File: src/rtl/mips_mem_pkg.sv
// Shared definitions for the MEM-stage data-memory sequencer: size codes,
// FSM state encodings and small helpers used by the request path.
package mips_mem_pkg;

  // Access size code carried by MemReadM / MemWriteM / MemSize
  typedef enum logic [1:0] {
    SZ_NONE = 2'b00,
    SZ_WORD = 2'b01,
    SZ_HALF = 2'b10,
    SZ_BYTE = 2'b11
  } size_e;

  // Access sequencer states
  typedef enum logic [1:0] {
    ST_IDLE   = 2'b00,
    ST_ACCESS = 2'b01,
    ST_DONE   = 2'b10
  } state_e;

  // Byte lanes in a 32-bit memory word
  localparam int NUM_LANES = 4;
  localparam int LANE_W    = 8;

  // True when the low address bits do not match the natural alignment of the size
  function automatic logic is_misaligned(input size_e size, input logic [1:0] addr_lo);
    case (size)
      SZ_WORD: return |addr_lo;
      SZ_HALF: return addr_lo[0];
      default: return 1'b0;
    endcase
  endfunction

  // Store data arrives low-aligned; copy it onto every lane so the memory
  // can pick the lane from the address without a shifter of its own.
  function automatic logic [31:0] lane_replicate(input size_e size, input logic [31:0] data);
    case (size)
      SZ_HALF: return {2{data[15:0]}};
      SZ_BYTE: return {4{data[7:0]}};
      default: return data;
    endcase
  endfunction

endpackage

File: src/rtl/load_aligner.sv
// Combinational load-data alignment: picks the addressed byte/half lane out of
// the memory word and sign-extends it to 32 bits. Words pass straight through.
module load_aligner
  import mips_mem_pkg::*;
(
  input  logic [31:0] i_rdata,
  input  logic [1:0]  i_addr_lo,
  input  size_e       i_size,
  output logic [31:0] o_data
);

  logic [NUM_LANES-1:0][LANE_W-1:0] w_lanes;
  logic [LANE_W-1:0]                w_byte;
  logic [2*LANE_W-1:0]              w_half;

  assign w_lanes = i_rdata;
  assign w_byte  = w_lanes[i_addr_lo];
  // half lane is chosen by addr[1] alone; addr[0] is zero for legal halves
  assign w_half  = i_addr_lo[1] ? {w_lanes[3], w_lanes[2]} : {w_lanes[1], w_lanes[0]};

  // Size-dependent sign extension of the selected lane
  always_comb begin
    o_data = i_rdata;
    case (i_size)
      SZ_HALF: o_data = {{16{w_half[15]}}, w_half};
      SZ_BYTE: o_data = {{24{w_byte[7]}}, w_byte};
      default: o_data = i_rdata;
    endcase
  end

endmodule

File: src/rtl/mem_stage_controller.sv
// MEM-stage sequencer: launches one req/ack data-memory access per load/store
// sitting in EX/MEM, freezes the front of the pipeline while it is in flight,
// returns aligned load data, flags bad or timed-out accesses and drives the
// branch/jal flush for the front end.
module mem_stage_controller
  import mips_mem_pkg::*;
#(
  parameter int TIMEOUT = 16,
  parameter int ADDR_W  = 32,
  parameter int DATA_W  = 32
) (
  input  logic              Clk,
  input  logic              Reset,
  input  logic [1:0]        MemWriteM,
  input  logic [1:0]        MemReadM,
  input  logic [ADDR_W-1:0] ALUResultM,
  input  logic [DATA_W-1:0] RData2M,
  input  logic              BranchM,
  input  logic              ZeroM,
  input  logic              JalM,
  input  logic              MemAck,
  input  logic [DATA_W-1:0] MemRData,
  output logic              MemReq,
  output logic              MemWe,
  output logic [1:0]        MemSize,
  output logic [ADDR_W-1:0] MemAddr,
  output logic [DATA_W-1:0] MemWData,
  output logic              StallOut,
  output logic              BubbleWB,
  output logic [DATA_W-1:0] LoadData,
  output logic              LoadValid,
  output logic              FlushOut,
  output logic              MemErr
);

  localparam int CNT_W = $clog2(TIMEOUT + 1);

  state_e              r_state, w_state_nxt;
  logic [CNT_W-1:0]    r_cnt;
  logic                r_req, r_we, r_lvalid, r_err;
  size_e               r_size;
  logic [ADDR_W-1:0]   r_addr;
  logic [DATA_W-1:0]   r_wdata, r_ldata;

  logic                w_rd, w_wr, w_access, w_illegal, w_misal;
  size_e               w_size;
  logic                w_start, w_bad, w_ack_hit, w_cnt_hit, w_abort, w_stall;
  logic [31:0]         w_aligned;

  // Decode of the instruction currently held in EX/MEM
  assign w_rd      = |MemReadM;
  assign w_wr      = |MemWriteM;
  assign w_access  = w_rd ^ w_wr;
  assign w_illegal = w_rd & w_wr;
  assign w_size    = size_e'(w_rd ? MemReadM : MemWriteM);
  assign w_misal   = w_access & is_misaligned(w_size, ALUResultM[1:0]);

  // Only IDLE looks at EX/MEM: DONE still holds the finished instruction
  assign w_start   = (r_state == ST_IDLE) & w_access & ~w_misal;
  assign w_bad     = (r_state == ST_IDLE) & (w_illegal | w_misal);

  // Ack wins over a timeout landing in the same cycle; acks elsewhere are ignored
  assign w_cnt_hit = (r_cnt == CNT_W'(TIMEOUT - 1));
  assign w_ack_hit = (r_state == ST_ACCESS) & MemAck;
  assign w_abort   = (r_state == ST_ACCESS) & ~MemAck & w_cnt_hit;

  // Sequencer state register
  always_ff @(posedge Clk) begin
    if (Reset) r_state <= ST_IDLE;
    else       r_state <= w_state_nxt;
  end

  // Next state and pipeline stall
  always_comb begin
    w_state_nxt = r_state;
    w_stall     = 1'b0;
    case (r_state)
      ST_IDLE: begin
        if (w_start) begin
          w_state_nxt = ST_ACCESS;
          w_stall     = 1'b1;
        end
      end
      ST_ACCESS: begin
        w_stall = 1'b1;
        if (MemAck || w_cnt_hit) w_state_nxt = ST_DONE;
      end
      ST_DONE:  w_state_nxt = ST_IDLE;
      default:  w_state_nxt = ST_IDLE;
    endcase
  end

  // Cycles spent waiting in ACCESS, restarted on every launch
  always_ff @(posedge Clk) begin
    if (Reset)                       r_cnt <= '0;
    else if (w_start)                r_cnt <= '0;
    else if (r_state == ST_ACCESS)   r_cnt <= r_cnt + 1'b1;
  end

  // Request registers: captured at launch, MemReq held until ack or abort
  always_ff @(posedge Clk) begin
    if (Reset) begin
      r_req   <= 1'b0;
      r_we    <= 1'b0;
      r_size  <= SZ_NONE;
      r_addr  <= '0;
      r_wdata <= '0;
    end else if (w_start) begin
      r_req   <= 1'b1;
      r_we    <= w_wr;
      r_size  <= w_size;
      r_addr  <= (w_size == SZ_WORD) ? {ALUResultM[ADDR_W-1:2], 2'b00} : ALUResultM;
      r_wdata <= w_wr ? lane_replicate(w_size, RData2M) : '0;
    end else if (w_ack_hit || w_abort) begin
      r_req   <= 1'b0;
    end
  end

  // Request attributes are stable through ACCESS, so they steer the aligner
  load_aligner u_align (
    .i_rdata   (MemRData),
    .i_addr_lo (r_addr[1:0]),
    .i_size    (r_size),
    .o_data    (w_aligned)
  );

  // Load result and its one-cycle valid pulse (a timed-out load returns zero)
  always_ff @(posedge Clk) begin
    if (Reset) begin
      r_ldata  <= '0;
      r_lvalid <= 1'b0;
    end else begin
      r_lvalid <= (w_ack_hit | w_abort) & ~r_we;
      if (w_ack_hit && !r_we)     r_ldata <= w_aligned;
      else if (w_abort && !r_we)  r_ldata <= '0;
    end
  end

  // Sticky error: illegal, misaligned or timed-out access
  always_ff @(posedge Clk) begin
    if (Reset)                   r_err <= 1'b0;
    else if (w_bad || w_abort)   r_err <= 1'b1;
  end

  assign MemReq    = r_req;
  assign MemWe     = r_we;
  assign MemSize   = r_size;
  assign MemAddr   = r_addr;
  assign MemWData  = r_wdata;
  assign LoadData  = r_ldata;
  assign LoadValid = r_lvalid;
  assign MemErr    = r_err;
  assign StallOut  = w_stall;
  assign BubbleWB  = w_stall;
  // A frozen EX/MEM must not redirect the front end yet
  assign FlushOut  = ((BranchM & ZeroM) | JalM) & ~w_stall;

endmodule
File: config.mk
export PLATFORM = sky130hd
export DESIGN_NAME = mem_stage_controller
export DESIGN_NICKNAME = d
export VERILOG_FILES = /design/src/rtl/mips_mem_pkg.sv /design/src/rtl/load_aligner.sv /design/src/rtl/mem_stage_controller.sv
export SDC_FILE = /design/constraint.sdc
export NUM_CORES = 1
export LEC_CHECK = 0
export ABC_AREA = 0
export BUFFER_PORTS_ARGS = -buffer_cell sky130_fd_sc_hd__buf_2
export CORE_MARGIN = 2
export CORE_UTILIZATION = 49
export DETAILED_ROUTE_END_ITERATION = 6
export GPL_TIMING_DRIVEN = 0
export PLACE_DENSITY = 0.89
export SLEW_MARGIN = 20
export SYNTH_ARGS = -nofsm -noshare
export SYNTH_HDL_FRONTEND = slang
export SYNTH_SLANG_ARGS = --single-unit
File: constraint.sdc
create_clock -name Clk -period 2.5 [get_ports Clk]
set_clock_uncertainty 0.05 [all_clocks]
set_input_delay 0 -clock Clk [delete_from_list [all_inputs] [get_ports Clk]]
set_output_delay 0 -clock Clk [all_outputs]
set_load 0.02 [all_outputs]
# Word-level counts from Yosys, hierarchy flattened
# Index checks and enable logic that the tools add are counted.
totals:
  regBits: 109
  input_bits: 106
  wordCells: 72
classes:
  add_sub_neg: 1
  order_cmp: 1
  n_eq_ne: 9
  muxes: 18
  n_bitwise: 19
  n_reduce_logical: 14
op_table:
  columns: ["operator", "count"]
  rows:
  - ["one-hot mux 32 bit (2 select lines)", 2]
  - ["two-way mux 32 bit", 3]
  - ["binary-select mux 8 bit (select 2 bit)", 1]
  - ["two-way mux 16 bit", 1]
  - ["AND 1 bit", 11]
  - ["equality test 2 bit, second input constant", 4]
  - ["two-way mux 2 bit", 4]
  - ["two-way mux 8 bit", 1]
  - ["OR reduction 2 bit", 4]
  - ["adder 5 x 1 -> 5 bit, second input constant", 1]
  - ["equality test 5 x 4 -> 1 bit, second input constant", 1]
  - ["equality test 2 x 1 -> 1 bit, second input constant", 2]
  - ["inverter 1 bit", 4]
  - ["one-hot mux 1 bit (2 select lines)", 2]
  - ["one-hot mux 2 bit (2 select lines)", 1]
  - ["nonzero test 2 bit", 2]
  - ["logical OR 1 bit", 3]
  - ["< comparator 2 x 3 -> 1 bit, second input constant", 1]
  - ["two-way mux 1 bit", 3]
  - ["OR 1 bit", 3]
  - ["logical AND 1 bit", 2]
  - ["logical NOT 2 bit", 1]
  - ["!= test 2 x 1 -> 1 bit, second input constant", 1]
  - ["!= test 2 bit, second input constant", 1]
  - ["other kinds (3)", 3]

# Logic depth before layout (Yosys ltp)
# Gate-level depths: netlist of run 1.
depth:
  depth_word: 11
  depth_mapped: 8
  depth_no_buf: 6

# Cells and area by module
# A second synthesis of run 1 with hierarchy kept.
unflattened:
  hier_cells: 467
  hier_area_um2: 4601.9
modules_own_cells:
  columns: ["module", "instances", "cells_per_inst", "area_per_inst_um2", "seq_area_each_um2"]
  rows:
  - ["mem_stage_controller", 1, 368, 3943.8, 2182.1]
  - ["load_aligner", 1, 99, 658.1, 0.0]

# Worst setup path after synthesis of run 1
# OpenSTA, ideal clock, no wires.
synth_path:
  kind: "register to register"
  startpoint: "register r_cnt[0]"
  endpoint: "register r_ldata[14], in the netlist LoadData[14]"
  setup_time_ps: 60
  arrival_time_ps: 1784
  t_required_ps: 2390
  setup_slack_ps: 606
  path_stages_with_launch: 9
  path_buffers: 2
  synth_period_minus_slack_ps: 1894
  path_cell_list: "dfxtp_1 > ha_1 > and3_1 > ha_1 > o211ai_2 > nor2b_1 > buf_2 > buf_2 > a22o_1"
synth_between:
  elab_chain_len: 4
synth_lines:
  columns: ["element", "line", "text"]
  rows:
  - ["start: declaration", "mem_stage_controller.sv:39", "logic [CNT_W-1:0] r_cnt;"]
  - ["start signal: assignment", "mem_stage_controller.sv:97", "else if (r_state == ST_ACCESS) r_cnt <= r_cnt + 1'b1;"]
  - ["equality test 5 x 4 -> 1 bit", "mem_stage_controller.sv:63", "assign w_cnt_hit = (r_cnt == CNT_W'(TIMEOUT - 1));"]
  - ["AND 1 bit", "mem_stage_controller.sv:65", "assign w_abort = (r_state == ST_ACCESS) & ~MemAck & w_cnt_hit;"]
  - ["logical AND 1 bit", "mem_stage_controller.sv:135", "else if (w_abort && !r_we) r_ldata <= '0;"]
  - ["nonzero test 2 bit (no source line)", null, null]
  - ["end signal: assignment", "mem_stage_controller.sv:134", "if (w_ack_hit && !r_we) r_ldata <= w_aligned;"]
  - ["end: declaration", "mem_stage_controller.sv:43", "logic [DATA_W-1:0] r_wdata, r_ldata;"]
# No other way between the ends.
# A chain may end at the register's enable or synchronous reset.

# Worst setup path in the final report of run 1
# Ends and elaborated chain as after synthesis.

==> results_dict.tcl, run 1 <==
set metrics [dict create \
    status "finished, violations left" \
    failed_checks "negative hold slack" \
    synth_area_leaders "dfxtp_1 (41%), mux2i_1 (7.7%), nand2b_1 (7.7%)" \
    p_leak_nw 3.50 \
    path_cells "ha_1 > and3_1 > ha_1 > o211ai_2 > nor2b_1 > buf_2 > buf_2 > a22o_1" \
    synth_top_area_share_pct 41.1 \
    crit_buf_inv 2 \
    htreeDepth 3 \
    antenna_found_initial 1 \
    reg2reg_slack_ps 240 \
    startpoint "r_cnt[0]$_SDFFE_PP0P_" \
    slew_headroom_pct 52.5 \
    grt_start_max_net_pins 18 \
    hpwl_mm 12.1 \
    fmax_mhz 442 \
    area_delta_synth_final_pct 43.2 \
    arrival_ps 2540 \
    final_area_um2 7610 \
    start_kind "flip-flop" \
    critPathKind "flip-flop to flip-flop" \
    worstSetupEndpointType "flip-flop" \
    wl_per_cell_um 17.6 \
    drv_cap 0 \
    synth_most_common_cell "dfxtp_1" \
    switching_share_pct 32.2 \
    drc 0 \
    synth_edf_count 0 \
    track_usage_pct 31.0 \
    gp_congestion 0.948 \
    r2r-start "r_cnt[0]$_SDFFE_PP0P_" \
    cp_slowest_cell "o211ai_2" \
    wl_mm 18.5 \
    dpl_cell_area_um2 6540 \
    r2r-end "LoadData[14]$_SDFFE_PP0P_" \
    p_clk_share_pct 25.4 \
    timing.final.hold_violations 1 \
    syn-cell-area_um2 5320 \
    synth.distinct_cells 48 \
    vias 5881 \
    finalSetupTns_ps 0 \
    final_net_count 1015 \
    hold_ws_ps -8.38 \
    drive_above_1_share_pct 27.6 \
    hp-class "input port to flip-flop" \
    p_switching_w 0.00128 \
    finalSetupViolCount 0 \
    ys_seq_elements 109 \
    synth_top_area_cell "dfxtp_1" \
    die_y_um 108 \
    period_minus_slack_ps 2260 \
    num_rows 38 \
    peakVddDrop_mv 0.335 \
    r2r_cells 8 \
    grt_pass1_wl_mm 28.2 \
    async_reset_ff_share_pct 0 \
    clk_pin_slew_worst_paths_ps 100 \
    internal_power_w 0.00270 \
    grt_pass1_vias 5749 \
    final_cells 1052 \
    root_buffer "clkbuf_8" \
    die_w_um 108 \
    syn_nets 705 \
    p_total_w 0.00398 \
    port_buffers 210 \
    tightest_slew_ps 713 \
    clk_latency_ps 380 \
    yosys_warnings 0 \
    synth_ff_type "dfxtp_1" \
    drt-initial-drc-count 570 \
    p_per_area_nw_per_um2 523 \
    avgViaCountPerCell 5.59 \
    clk_path_buf_depth 2 \
    numCtsBuffers 9 \
    die-area_um2 11700 \
    synth-seq-area-share_pct 41.1 \
    cpLargestDelayFamily "compound AO/OA/AOI/OAI gates" \
    initial_core_util_pct 49.7 \
    p_seq_share_pct 48.0 \
    cts_tree "built" \
    min_period_over_period_pct 90.5 \
    syn_inst 596 \
    crit_end "LoadData[14]$_SDFFE_PP0P_" \
    core_region_area_um2 10700 \
    antenna_left 0 \
    path_max_fanout 10 \
    rsz0062_at_grt "false" \
    cp_num_cells 8 \
    pwr-share-comb_pct 26.6 \
    worstHoldStart "ALUResultM[0]" \
    critPathRequiredTime_ps 2780 \
    cts_sinks 109 \
    first_pass_iters 5 \
    fillers 786 \
    syn-mean-instance-area_um2 8.92 \
    synth_common_cells "dfxtp_1 (109), inv_1 (66), nand2b_1 (65)" \
    dp.cells 946 \
    overflow 0 \
    cts_resized 0 \
    maxSlewViolCount 0 \
    cpPeakStageDelay_ps 380 \
    ios 211 \
]
kinds of logic after synthesis:
| family | synth area share, % |
|---|---|
| flops | 41.1 |
| buf+inv | 9.51 |
| mux | 8.99 |
| simple gates | 16.1 |
| compound gates | 22.9 |
| fa+ha+maj | 0.706 |
| xor+xnor | 0.659 |
per-layer routing:
layer	wire length [µm]	track usage (%)	part of all wire [%]
met5	0	0	0
met4	914	15.4	4.9
met3	1730	9.04	9.3
met1	7000	35.5	38
met2	8900	52.6	48
stage by stage:
| stage | setup slack, ps | utilization [%] |
|---|---|---|
| final | 238 | 71.1 |
| after global routing | 102 | 71.1 |
| after CTS | 224 | 71.1 |
| after detailed placement | 245 | 61.1 |
| after global placement | 303 | 61.1 |
| after floorplan | 606 | - |
worst min-delay path, delay by kind of cell:
family                 cells  cell delay [ps]
multiplexers               1               70
AO/OA/AOI/OAI              1               70
AND/OR/NAND/NOR            1              120
buffers and inverters      1              120
cells in the final DEF, fill, tap and decap left out, drive strengths merged, types with 3 or more instances in the layout:
master       Yosys  final
inv             66     67
a21oi           43     43
buf             17    227
nor2            27     27
o2bb2ai         20     20
xor2             3      3
a21boi           5      5
or2              4      4
and3            16     16
nand2b          65     65
dlygate4sd3      0     89
o221ai          10     10
o21ai           11     11
a22o             9      9
nand2           14     14
dfxtp          109    109
nor3             4      4
o32ai           33     33
nand3            9      9
a22oi            5      5
a2bb2oi          3      3
clkbuf          33     44
nor2b           11     11
mux2i           41     41
ha               3      3
o31ai            9      9
a31oi            3      3
a21o             6      6
area by class of cell:
cell class / count / area (µm²) / area share, %
clock inverters: 5 / 33.8 / 0.444
diodes: 1 / 2.50 / 0.0329
inverters: 66 / 248 / 3.26
multi-input cells: 371 / 2630 / 34.5
plain buffers: 50 / 258 / 3.39
well taps: 140 / 175 / 2.30
clock buffers: 11 / 141 / 1.86
repair buffers: 299 / 1940 / 25.5
flip-flops and latches: 109 / 2180 / 28.7
worst min-delay path by stage:
stage	end	cells after the start	slack, ps
floorplan	LoadData[15]$_SDFFE_PP0P_	2	100
global placement	LoadData[17]$_SDFFE_PP0P_	3	210
detailed placement	MemWData[18]$_SDFFE_PP0P_	3	220
CTS	MemAddr[0]$_SDFFE_PP0P_	4	2
global route	MemAddr[0]$_SDFFE_PP0P_	4	0.2
finish	MemAddr[0]$_SDFFE_PP0P_	4	-8
power by group through the flow:
stage / logic, W / registers, W / clock network (W)
4_1_cts: 0.00102 / 0.00191 / 0.00101
5_1_grt: 0.00113 / 0.00192 / 0.00109
6_report: 0.00106 / 0.00191 / 0.00101
2_1_floorplan: 0.000460 / 0.00206 / 0
3_3_place_gp: 0.000894 / 0.00194 / 0
3_5_place_dp: 0.000908 / 0.00194 / 0
repair_timing:
action / 4_1_cts / 5_1_grt
buffers inserted: 0 / 0
endpoints found under the hold margin: 90 / 0
hold buffers: 89 / 0
registers in the layout, indices dropped and copies added (netlist names):
| register | cells |
|---|---|
| MemAddr | 32 |
| MemReq | 1 |
| MemErr | 1 |
| r_state | 2 |
| MemWe | 1 |
| LoadValid | 1 |
| MemWData | 32 |
| MemSize | 2 |
| r_cnt | 5 |
| LoadData | 32 |
(Power assumes the default switching activity.)
==> run 2, diff against run 1 <==
Settings changed: PLACE_DENSITY 0.89 to 0.81.
Clock period 2.5 ns to 2.3 ns, I/O delays scaled along.
==> results_dict.tcl, run 2 (synthesis gave the netlist of run 1 again) <==
set metrics [dict create \
    cts_sinks 109 \
    slew_headroom_pct 56.4 \
    first_pass_iters 7 \
    drt-initial-drc-count 529 \
    timing.final.hold_violations 0 \
    worstSetupEndpointType "flip-flop" \
    numCtsBuffers 9 \
    clk_path_buf_depth 2 \
    finalSetupViolCount 0 \
    hold_ws_ps 20.1 \
    r2r-start "r_cnt[0]$_SDFFE_PP0P_" \
    reg2reg_slack_ps 120 \
    p_total_w 0.00438 \
    root_buffer "clkbuf_8" \
    port_buffers 210 \
    grt_start_max_net_pins 18 \
    drive_above_1_share_pct 27.5 \
    gp_congestion 0.960 \
    clk_pin_slew_worst_paths_ps 100 \
    track_usage_pct 30.0 \
    avgViaCountPerCell 5.53 \
    htreeDepth 3 \
    start_kind "flip-flop" \
    internal_power_w 0.00301 \
    drc 0 \
    switching_share_pct 31.2 \
    hold_end "MemWData[27]$_SDFFE_PP0P_" \
    p_seq_share_pct 47.4 \
    critPathRequiredTime_ps 2540 \
    r2r_cells 8 \
    maxSlewViolCount 0 \
    layout_common_cells "buf_2 (216), dfxtp_1 (109), dlygate4sd3_1 (89)" \
    final_core_util_pct 71.4 \
    grt_pass1_vias 5691 \
    die-area_um2 11700 \
    num_rows 38 \
    p_switching_w 0.00137 \
    hold_path_depth 5 \
    die_y_um 108 \
    r2r-end "LoadData[28]$_SDFFE_PP0P_" \
    antenna_found_initial 1 \
    path_max_fanout 10 \
    initial_core_util_pct 49.7 \
    overflow 0 \
    final_common_cell "buf_2" \
    pwr-share-comb_pct 26.0 \
    wl_mm 17.8 \
    p_clk_share_pct 26.6 \
    hp-class "input port to flip-flop" \
    critPathKind "flip-flop to flip-flop" \
    status "complete, no violations" \
    peakVddDrop_mv 0.375 \
    area_delta_synth_final_pct 43.6 \
    p_leak_nw 3.50 \
    final_net_count 1015 \
    die_w_um 108 \
    hpwl_mm 12.4 \
    tightest_slew_ps 652 \
    wl_per_cell_um 16.9 \
    rsz0062_at_grt "false" \
    cts_tree "built" \
    post_cts_buffers 0 \
    grt_pass1_wl_mm 27.7 \
    clk_latency_ps 360 \
    finalSetupTns_ps 0 \
    period_minus_slack_ps 2180 \
    arrival_ps 2420 \
    drv_cap 0 \
    min_period_over_period_pct 94.8 \
    core_region_area_um2 10700 \
    vias 5812 \
    p_per_area_nw_per_um2 573 \
    worstHoldStart "RData2M[27]" \
    ios 211 \
    antenna_left 0 \
    fmax_mhz 458 \
]
[run 2: changes by cell type in the layout (fill, tap and decap cells not counted)]
cell	delta
o211ai_2	-1
bufinv_16	+1
o211ai_4	+1
clkinv_2	-2
buf_2	-1
clkbuf_4	+1
clkbuf_8	-1
clkinvlp_4	+1
[run 2: power groups by stage]
stage | Sequential [W] | Combinational [W] | Clock [W]
final | 0.00208 | 0.00114 | 0.00116
after detailed placement | 0.00211 | 0.000989 | 0
after floorplan | 0.00224 | 0.000500 | 0
after global placement | 0.00211 | 0.000964 | 0
after CTS | 0.00207 | 0.00111 | 0.00118
after global routing | 0.00209 | 0.00122 | 0.00125
[run 2: layout make-up]
type	instances	area [µm²]
Tap cell	140	175
Clock inverter	5	61.3
Multi-Input combinational cell	371	2640
Timing Repair Buffer	299	1940
Antenna cell	1	2.50
Clock buffer	10	128
Buffer	50	260
Sequential cell	109	2180
Fill cell	783	3060
Inverter	66	248
[run 2: through the flow]
stage,area (µm²),setup WS [ps],std cells
global route,7630,1.51,1051
detailed placement,6540,62.7,946
global placement,6540,127,946
floorplan,5320,406,596
CTS,7620,45.0,1050
finish,7630,119,1051
[run 2: worst max path at each step]
stage,start,endpoint,depth (start not counted)
detailed placement,r_cnt[0]$_SDFFE_PP0P_,LoadData[6]$_SDFFE_PP0P_,8
finish,r_cnt[0]$_SDFFE_PP0P_,LoadData[28]$_SDFFE_PP0P_,8
global route,r_cnt[0]$_SDFFE_PP0P_,LoadData[28]$_SDFFE_PP0P_,8
CTS,r_cnt[0]$_SDFFE_PP0P_,LoadData[28]$_SDFFE_PP0P_,8
floorplan,r_cnt[0]$_SDFFE_PP0P_,LoadData[14]$_SDFFE_PP0P_,8
global placement,r_cnt[0]$_SDFFE_PP0P_,LoadData[14]$_SDFFE_PP0P_,8
[run 2: critical path, stage by stage (launching register included)]
cell	delay [ps]
dfxtp_1	350
ha_1	210
and3_1	190
ha_1	240
o211ai_4	280
nor2b_1	170
buf_2	220
buf_2	250
o2bb2ai_1	150
[run 2: routing by layer]
layer	wire (µm)	track usage [%]	vias to the layer above	part of all wire, %
met5	0	0	-	0
met4	512	11.2	0	2.9
met3	1410	6.75	51	8.0
met2	9130	55.1	328	51
met1	6720	33.7	2727	38
li1	-	-	2706	-
[run 2: what timing repair did]
item,4_1_cts,5_1_grt
setup endpoints to repair,0,20
endpoints found under the hold margin,89,0
hold buffers,89,0
gates resized for setup,0,2
==> run 3, diff against run 2 <==
Settings changed: CAP_MARGIN set to 10, HOLD_SLACK_MARGIN set to 0.06.
==> results_dict.tcl, run 3 (synthesis gave the netlist of run 1 again) <==
set metrics [dict create \
    drv_cap 0 \
    final_net_count 1028 \
    drt-initial-drc-count 520 \
    r2r-end "LoadData[14]$_SDFFE_PP0P_" \
    crit_buf_inv 4 \
    wl_mm 18.1 \
    timing.final.hold_violations 0 \
    r2r-start "r_cnt[0]$_SDFFE_PP0P_" \
    antenna_left 0 \
    p_leak_nw 3.55 \
    die_y_um 108 \
    drive_above_1_share_pct 27.3 \
    numCtsBuffers 9 \
    htreeDepth 3 \
    hold_path_depth 4 \
    fin_ws_ps 161 \
    clk_path_buf_depth 2 \
    overflow 0 \
    hpwl_mm 12.4 \
    die-area_um2 11700 \
    tightest_slew_ps 653 \
    period_minus_slack_ps 2140 \
    preCtsSetupSlack_ps 62.7 \
    drc 0 \
    finalSetupViolCount 0 \
    status "complete, no violations" \
    rsz0062_at_grt "false" \
    ios 211 \
    layout_common_cells "buf_2 (216), dfxtp_1 (109), dlygate4sd3_1 (100)" \
    grt_pass1_vias 5787 \
    path_max_fanout 5 \
    avgViaCountPerCell 5.51 \
    antenna_found_initial 1 \
    p_total_w 0.00439 \
    critPathKind "input port to output pin" \
    cpPeakStageDelay_ps 550 \
    core_region_area_um2 10700 \
    hold_ws_ps 85.8 \
    worstHoldStart "MemRData[13]" \
    final_common_cell "buf_2" \
    path_cells "dlygate4sd3_1 > buf_2 > o32ai_1 > o21ai_0 > a21oi_1 > buf_4 > buf_2" \
    clk_latency_ps 360 \
    clk_pin_slew_worst_paths_ps 90 \
    reg2reg_slack_ps 190 \
    r2r_cells 8 \
    hold_end "LoadData[13]$_SDFFE_PP0P_" \
    gp_congestion 0.960 \
    fmax_mhz 468 \
    peakVddDrop_mv 0.388 \
    grt_start_max_net_pins 18 \
    worstSetupEndpointType "output pin" \
    cts_tree "built" \
    start_kind "input port" \
    cpLargestDelayFamily "compound AO/OA/AOI/OAI gates" \
    port_buffers 210 \
    min_period_over_period_pct 93.0 \
    final_core_util_pct 72.5 \
    track_usage_pct 30.5 \
    grt_pass1_wl_mm 28.1 \
    maxSlewViolCount 0 \
    p_per_area_nw_per_um2 566 \
    cts_sinks 109 \
    initial_core_util_pct 49.7 \
    vias 5867 \
    wl_per_cell_um 17.0 \
    num_rows 38 \
    arrival_ps 2090 \
    hp-class "input port to flip-flop" \
    die_w_um 108 \
    first_pass_iters 5 \
    finalSetupTns_ps 0 \
    critPathRequiredTime_ps 2250 \
    cp_common_cell "buf_2" \
    area_delta_synth_final_pct 46.0 \
    cp_slowest_cell "o32ai_1" \
    slew_headroom_pct 56.3 \
    root_buffer "clkbuf_8" \
]
==> run 3: cell count changes in the layout (fill, tap and decap cells not counted), sizes merged <==
cell         delta
dlygate4sd3    +11
buf             +2
==> run 3: tightest hold or removal path, stage by stage <==
cell and delay [ps]:
buf_2 100, inv_1 40, o221ai_1 190, a22o_1 130
==> run 3: metal layers <==
metal / track usage, % / share of wire (%) / vias up
li1: - / - / 2736
met1: 33.8 / 37 / 2720
met2: 56.2 / 51 / 328
met3: 6.27 / 8.0 / 83
met4: 13.0 / 3.9 / 0
met5: 0 / 0 / -
==> run 3: how the worst max path moves through the flow <==
stage	from	end	slack, ps	cells after the start
detailed placement	r_cnt[0]$_SDFFE_PP0P_	LoadData[6]$_SDFFE_PP0P_	60	8
global route	r_cnt[0]$_SDFFE_PP0P_	LoadData[14]$_SDFFE_PP0P_	70	8
finish	ALUResultM[0]	StallOut	160	7
global placement	r_cnt[0]$_SDFFE_PP0P_	LoadData[14]$_SDFFE_PP0P_	130	8
CTS	r_cnt[0]$_SDFFE_PP0P_	LoadData[28]$_SDFFE_PP0P_	50	8
floorplan	r_cnt[0]$_SDFFE_PP0P_	LoadData[14]$_SDFFE_PP0P_	410	8
==> run 3: cell type report <==
class                           count  area (µm²)
Tap cell                          140         175
Inverter                           66         248
Clock inverter                      5        61.3
Sequential cell                   109        2180
Buffer                             50         260
Timing Repair Buffer              312        2070
Clock buffer                       10         128
Antenna cell                        1        2.50
Multi-Input combinational cell    371        2640
Fill cell                         761        2940
==> run 3: per-stage QoR <==
step	area [µm²]	instances
after floorplan	5320	596
after global placement	6540	946
after detailed placement	6540	946
after CTS	7730	1061
after global routing	7760	1064
final	7760	1064
==> run 3: what timing repair did <==
action | 4_1_cts | 5_1_grt
hold buffers | 100 | 0
buffers inserted | 0 | 2
endpoints found under the setup margin | 0 | 20
hold endpoints to repair | 98 | 0
resized for setup | 0 | 2
==> run 3: report_power, final <==
| part | switching, W | internal (W) |
|---|---|---|
| Clock | 0.000655 | 0.000503 |
| Combinational | 0.000639 | 0.000521 |
| Sequential | 0.0000739 | 0.00200 |
| Total | 0.00137 | 0.00303 |
